## src/rtl/riscv_mem_pkg.sv

```systemverilog
// Shared definitions for the unified-memory port arbiter.
// Includes the owner encoding, parameter defaults and the starvation-counter width helper.
package riscv_mem_pkg;

    localparam int DEF_AW         = 32;
    localparam int DEF_DW         = 32;
    localparam int DEF_STARVE_MAX = 4;
    localparam int DEF_CNT_W      = 32;

    typedef enum logic [1:0] {
        OWN_NONE = 2'd0,
        OWN_I    = 2'd1,
        OWN_D    = 2'd2
    } owner_t;

    // The counter must be able to hold STARVE_MAX itself.
    function automatic int starve_w(input int max_val);
        return (max_val < 1) ? 1 : $clog2(max_val + 1);
    endfunction

endpackage

```

## src/rtl/mem_arb_grant.sv

```systemverilog
// Combinational grant select: data wins unless fetch has waited STARVE_MAX data grants.
// No latency; the loser is backpressured through its gnt staying low.
module mem_arb_grant
    import riscv_mem_pkg::*;
#(
    parameter int STARVE_MAX = DEF_STARVE_MAX,
    parameter int SW         = starve_w(STARVE_MAX)
) (
    input  logic          if_req,
    input  logic          d_req,
    input  logic [SW-1:0] starve_cnt,
    output logic          if_gnt,
    output logic          d_gnt
);

    logic w_if_forced;

    assign w_if_forced = (starve_cnt == SW'(STARVE_MAX));

    always_comb begin
        if_gnt = 1'b0;
        d_gnt  = 1'b0;
        if (d_req && !(if_req && w_if_forced)) begin
            d_gnt = 1'b1;
        end else if (if_req) begin
            if_gnt = 1'b1;
        end
    end

endmodule

```

## src/rtl/mem_port_arbiter.sv

```systemverilog
// Shares one single-port sync memory between fetch and data ports; gnt->ready latency is 1 cycle.
// The loser of a conflict sees gnt=0 / stall=1 and must hold its request until granted.
module mem_port_arbiter
    import riscv_mem_pkg::*;
#(
    parameter int AW         = DEF_AW,
    parameter int DW         = DEF_DW,
    parameter int STARVE_MAX = DEF_STARVE_MAX,
    parameter int CNT_W      = DEF_CNT_W
) (
    input  logic             clk,
    input  logic             rst,

    input  logic             if_req,
    input  logic [AW-1:0]    if_addr,
    output logic             if_gnt,
    output logic             if_ready,
    output logic [DW-1:0]    if_rdata,
    output logic             if_stall,

    input  logic             d_req,
    input  logic             d_we,
    input  logic [AW-1:0]    d_addr,
    input  logic [DW-1:0]    d_wdata,
    output logic             d_gnt,
    output logic             d_ready,
    output logic [DW-1:0]    d_rdata,
    output logic             d_stall,

    output logic             mem_en,
    output logic             mem_we,
    output logic [AW-1:0]    mem_addr,
    output logic [DW-1:0]    mem_wdata,
    input  logic [DW-1:0]    mem_rdata,

    output logic [CNT_W-1:0] conflict_cnt
);

    localparam int SW = starve_w(STARVE_MAX);

    logic             w_if_req;
    logic             w_d_req;
    logic             w_if_gnt;
    logic             w_d_gnt;
    owner_t           w_pend_nxt;
    owner_t           r_pend;
    logic [SW-1:0]    r_starve_cnt;
    logic [CNT_W-1:0] r_conflict_cnt;

    // Requests are masked during reset so no grant, stall or memory command escapes.
    assign w_if_req = if_req & ~rst;
    assign w_d_req  = d_req  & ~rst;

    mem_arb_grant #(
        .STARVE_MAX (STARVE_MAX),
        .SW         (SW)
    ) u_grant (
        .if_req     (w_if_req),
        .d_req      (w_d_req),
        .starve_cnt (r_starve_cnt),
        .if_gnt     (w_if_gnt),
        .d_gnt      (w_d_gnt)
    );

    assign if_gnt   = w_if_gnt;
    assign d_gnt    = w_d_gnt;
    assign if_stall = w_if_req & ~w_if_gnt;
    assign d_stall  = w_d_req  & ~w_d_gnt;
    assign mem_en   = w_if_gnt | w_d_gnt;

    always_comb begin
        mem_we    = 1'b0;
        mem_addr  = '0;
        mem_wdata = '0;
        if (w_d_gnt) begin
            mem_we    = d_we;
            mem_addr  = d_addr;
            mem_wdata = d_wdata;
        end else if (w_if_gnt) begin
            mem_addr  = if_addr;
        end
    end

    always_comb begin
        w_pend_nxt = OWN_NONE;
        if (w_d_gnt) begin
            w_pend_nxt = OWN_D;
        end else if (w_if_gnt) begin
            w_pend_nxt = OWN_I;
        end
    end

    always_ff @(posedge clk) begin
        if (rst) begin
            r_pend         <= OWN_NONE;
            r_starve_cnt   <= '0;
            r_conflict_cnt <= '0;
        end else begin
            r_pend <= w_pend_nxt;

            if (!w_if_req || w_if_gnt) begin
                r_starve_cnt <= '0;
            end else if (w_d_gnt && (r_starve_cnt < SW'(STARVE_MAX))) begin
                r_starve_cnt <= r_starve_cnt + SW'(1);
            end

            if (if_req && d_req) begin
                r_conflict_cnt <= r_conflict_cnt + CNT_W'(1);
            end
        end
    end

    assign if_ready     = (r_pend == OWN_I);
    assign d_ready      = (r_pend == OWN_D);
    assign if_rdata     = mem_rdata;
    assign d_rdata      = mem_rdata;
    assign conflict_cnt = r_conflict_cnt;

endmodule

```

## config.mk

```make
export PLATFORM = sky130hd
export DESIGN_NAME = mem_port_arbiter
export DESIGN_NICKNAME = d
export VERILOG_FILES = /design/src/rtl/riscv_mem_pkg.sv /design/src/rtl/mem_arb_grant.sv /design/src/rtl/mem_port_arbiter.sv
export SDC_FILE = /design/constraint.sdc
export NUM_CORES = 1
export LEC_CHECK = 0
export CORE_AREA = 2 2 116 118
export CTS_BUF_LIST = sky130_fd_sc_hd__clkbuf_8
export CTS_CLUSTER_SIZE = 25
export DETAILED_ROUTE_END_ITERATION = 8
export DIE_AREA = 0 0 118 120
export GPL_TIMING_DRIVEN = 1
export PLACE_DENSITY = 0.75
export SLEW_MARGIN = 20
export SYNTH_ARGS = -nofsm -noshare
export SYNTH_HDL_FRONTEND = slang
export SYNTH_SLANG_ARGS = --single-unit
```

## constraint.sdc

```tcl
create_clock -name clk -period 4.64 [get_ports clk]
set_input_delay 1.392 -clock clk [delete_from_list [all_inputs] [get_ports clk]]
set_output_delay 1.392 -clock clk [all_outputs]
set_load 0.1 [all_outputs]
```

---- Word-level counts from Yosys, hierarchy flattened ----
Cells that the tools add are included.
storage, ports and cells
  word-level logic and storage cells ...... 36
  bits in registers ....................... 37
  output and inout port bits .............. 168
  bits of input ports ..................... 133
operators by class
  add/sub/neg operators ................... 2
  reduce and logical (&&, ||, !) cells .... 9
  magnitude comparators ................... 1
  equal/unequal tests ..................... 3
  bitwise logic cells ..................... 8
  multiplexer cells ....................... 9
operator list
  cell                                                                    count
  32-bit two-way mux                                                      3
  32-bit by 1-bit adder with 32-bit output (second input constant)        1
  1-bit two-way mux                                                       5
  1-bit AND                                                               4
  1-bit logical AND                                                       4
  2-bit OR reduction                                                      2
  3-bit by 1-bit adder with 3-bit output (second input constant)          1
  3-bit equality test (second input constant)                             1
  3-bit < comparator (second input constant)                              1
  1-bit NOT                                                               3
  2-bit by 1-bit equality test with 1-bit output (second input constant)  1
  2-bit equality test (second input constant)                             1
  1-bit zero test                                                         2
  2-bit two-way mux                                                       1
  1-bit logical OR                                                        1
  1-bit OR                                                                1

---- Longest topological paths before layout ----
  depth in word-level cells ............... 8
  gate-level depth with buffers ........... 8

---- Hierarchy ----
From an unflattened synthesis, not the netlist that was laid out.
second synthesis, totals
  cells, all modules ...................... 354
  area total of the unflattened synthesis .. 2802.7 µm²
modules (own cells, without submodules)
  module            cells an instance  sequential area each (µm²)  times used  area an instance (µm²)
  mem_port_arbiter  350                740.7                       1           2770.2
  mem_arb_grant     4                  0.0                         1           32.5

---- Worst setup path after synthesis ----
No wires, ideal clock.
  kind .................................... input to output
  start point ............................. in if_req
  end point ............................... out mem_addr[22]
  stages .................................. 7
  slack ................................... -0.917 ns
  arrival ................................. 4.165 ns
  path through ............................ buf_2 > nand3_1 > nor2b_1 > clkbuf_1 > nor3b_2 > clkbuf_1 > a22o_1
between the ends
  word-level cells in the longest chain between the ends .. 7
  elaborated cells on any way between the ends .. 9
RTL lines
  element               line                    text
  start, declared       mem_port_arbiter.sv:14  input logic if_req,
  1-bit AND *           mem_port_arbiter.sv:51  assign w_if_req = if_req & ~rst;
  1-bit logical AND     mem_arb_grant.sv:23     if (d_req && !(if_req && w_if_forced)) begin
  1-bit zero test       mem_arb_grant.sv:23
  1-bit logical AND     mem_arb_grant.sv:23
  1-bit two-way mux *   mem_arb_grant.sv:23
  net if_gnt            mem_port_arbiter.sv:16  output logic if_gnt,
  32-bit two-way mux *  mem_port_arbiter.sv:79  end else if (w_if_gnt) begin
  32-bit two-way mux *  mem_port_arbiter.sv:75  if (w_d_gnt) begin
  end, declared         mem_port_arbiter.sv:32  output logic [AW-1:0] mem_addr,
Mark *: on every way through the listed nets, which the timed path passes. The rest lies on a longest branch.

---- Final worst setup path ----
  start point ............................. in d_req
  end point ............................... out mem_wdata[30]
between the ends
  word-level cells in the longest chain between the ends .. 4
RTL lines
  element             line                    text
  start, declared     mem_port_arbiter.sv:21  input logic d_req,
  1-bit AND           mem_port_arbiter.sv:52  assign w_d_req = d_req & ~rst;
  1-bit logical AND   mem_arb_grant.sv:23
  1-bit two-way mux   mem_arb_grant.sv:23
  32-bit two-way mux  mem_port_arbiter.sv:75
  end, declared       mem_port_arbiter.sv:33  output logic [DW-1:0] mem_wdata,
No other way between the ends.

==> results.cfg <==
[timing]
hold-worst-slack_ns = 0.525
finalSetupViolCount = 0
finalHoldViolations = 0
skew_ns = 0.00496
report.final.slew_viol_count = 0
fmax_mhz = 222
rsz0062_at_grt = false
slew_headroom_pct = 30.9
fin_crit_ns = 4.51
worst_slew_pin_slew_ns = 1.03
fin_ws_ns = 0.133
finalCritPeriodShare_pct = 97.1
tns_ns = 0

[yosys]
avgSynthCellArea_sq_um = 7.95
ys_seq_area_share_pct = 26.7
syn_area_sq_mm = 0.00277
ys_warn_count = 0
synth_most_common_cell = buf_4
synth_nets = 485
synth_top_area_share_pct = 26.7
synth_top_cells_by_count = buf_4, dfxtp_1, and2_1
yosys.area.top_type = dfxtp_1
synth.distinct_cells = 32
synthCells = 349
synth_area_leaders = dfxtp_1, buf_4, a22o_1
ys_seq_elements = 37
synth_flop_cell = dfxtp_1
synth_edf_count = 0
synthArstFlopShare_pct = 0

[worst_setup_path]
arrival_ns = 3.12
critical_path.cell_chain = clkdlybuf4s50_1 > or2b_1 > nor2b_4 > buf_12 > and2_2 > buf_12
worstSetupPathType = primary input to output port
slowest_delay_ns = 0.49
critPathCaptureType = output port
r2r_slack_ns = 2.27
critPathRequiredTime_ns = 3.25
cp_max_fo = 68
cp_slowest_cell = clkdlybuf4s50_1
critPathLaunchType = primary input
critPathMostFrequentCell = buf_12

[placed_design]
dp_cells = 651
dpl_cell_area_sq_mm = 0.00530
gp_congestion = 0.780
dpl.hpwl_um = 9100
portBuffers = 204
pre_cts_slack_ns = 0.147

[routing]
firstDrtPassIters = 4
wire_per_inst_um = 16.2
drc = 0
drt_iter0_drc = 120
drt_wl_total_um = 10600
vias = 2986
drt.antenna.violating_nets = 0
via_per_inst = 4.54

[clocking]
cts.sinks = 37
cts_tree = built
clock_latency_ns = 0.28
cts_resized = 0
clock_path_buffers = 2
clk_pin_slew_ns = 0.07
cts_made_buffers = 5
h-tree-depth = 2
post-cts-setup-buffers = 0
cts_hold_buf = 0
cts-root-buf = clkbuf_8

[power_and_ir_drop]
finalPower_mw = 1.11
powerDensity_mw_per_mm2 = 206
vdd_drop_max_mv = 0.122
power.leakage_nw = 1.97

[job]
max_cap_violations = 0

[finish]
utilization_pct = 41.5
num-nets-final = 618
diodes = 0
final_area_sq_mm = 0.00539
area_growth_pct = 94.2
drive_gt1_share_pct = 26.6
final_cells = 658

[floorplanning]
die_w_um = 118
die_area_sq_mm = 0.0142
start_util_pct = 21.4
die_y_um = 120
placementRows = 42
ios = 301
core_sq_mm = 0.0130

[status]
status = finished, final reports clean

[min_path]
hp-class = flip-flop to flip-flop

[global_routing]
grt_overflow = 0
grt_pass1_vias = 3061
grt_pass1_wl_um = 16600
groute.usage.overall_pct = 14.6
antenna_found_initial = 3
grt_max_degree = 69
[routing by layer]
metal	track usage, %	up-vias	share of wire, %
li1	-	1419	-
met1	14.4	1376	33
met2	26.7	175	53
met3	7.08	14	12
met4	4.74	2	1.9
met5	0	-	0.10
[worst paths after layout]
kind / cells after the start / startpoint / to
hold reg to reg: 2 / conflict_cnt[1] / conflict_cnt[1]
setup / recovery: 6 / d_req / mem_wdata[30]
setup reg to reg: 4 / conflict_cnt[5] / conflict_cnt[31]
hold / removal: 2 / conflict_cnt[1] / conflict_cnt[1]
[where the power goes]
| part | internal, mW | switching (mW) |
|---|---|---|
| clock network | 0.116 | 0.109 |
| logic | 0.231 | 0.334 |
| registers | 0.320 | 0.00240 |
| total | 0.667 | 0.445 |
[state kept, by name (all words and copies together), names as in the netlist]
| register | count |
|---|---|
| r_pend | 2 |
| r_starve_cnt | 3 |
| conflict_cnt | 32 |
[cell families (layout without fill, tap and decap cells)]
| family | after synthesis | count (layout) | synth area share (%) |
|---|---|---|---|
| multiplexers | 4 | 4 | 1.62 |
| XOR/XNOR | 12 | 12 | 3.79 |
| adder cells (fa/ha/maj) | 3 | 3 | 1.35 |
| buffers and inverters | 93 | 226 | 21.7 |
| AO/OA/AOI/OAI | 66 | 66 | 17.1 |
| AND/OR/NAND/NOR | 134 | 134 | 27.7 |
| flip-flops | 37 | 37 | 26.7 |
[area by class of cell]
cell class / instances / area [sq um]
inverters: 9 / 33.8
well taps: 176 / 220
repair buffers: 210 / 2810
multi-input cells: 219 / 1490
clock inverters: 1 / 3.75
flip-flops and latches: 37 / 741
clock buffers: 6 / 82.6
fillers: 1235 / 7590
[worst max-delay path, delay by kind of cell]
| family | cells | cell delay, ns |
|---|---|---|
| buffers and inverters | 3 | 0.93 |
| AND/OR/NAND/NOR | 3 | 0.75 |
[cells in the final DEF (no fill, tap or decap), types with 2 or more instances in the layout]
cell type and instances:
clkdlybuf4s50_1 134, buf_12 72, dfxtp_1 37, a22o_2 29, and2_1 25, nor2_1 23, a21oi_1 17, nand2_1 14
or4_1 14, nand3_1 11, inv_1 10, o31ai_1 10, and2_2 8, or3_1 7, nand4_1 7, o21ai_0 7
nor2b_1 6, xnor2_1 6, xor2_1 6, clkbuf_8 6, nor4_1 4, mux2_2 4, buf_4 4, a22o_1 3
and4_1 3, nor3_1 3, ha_1 3, nand3_2 2, and3_1 2
Power figures use the tool's default switching activity.
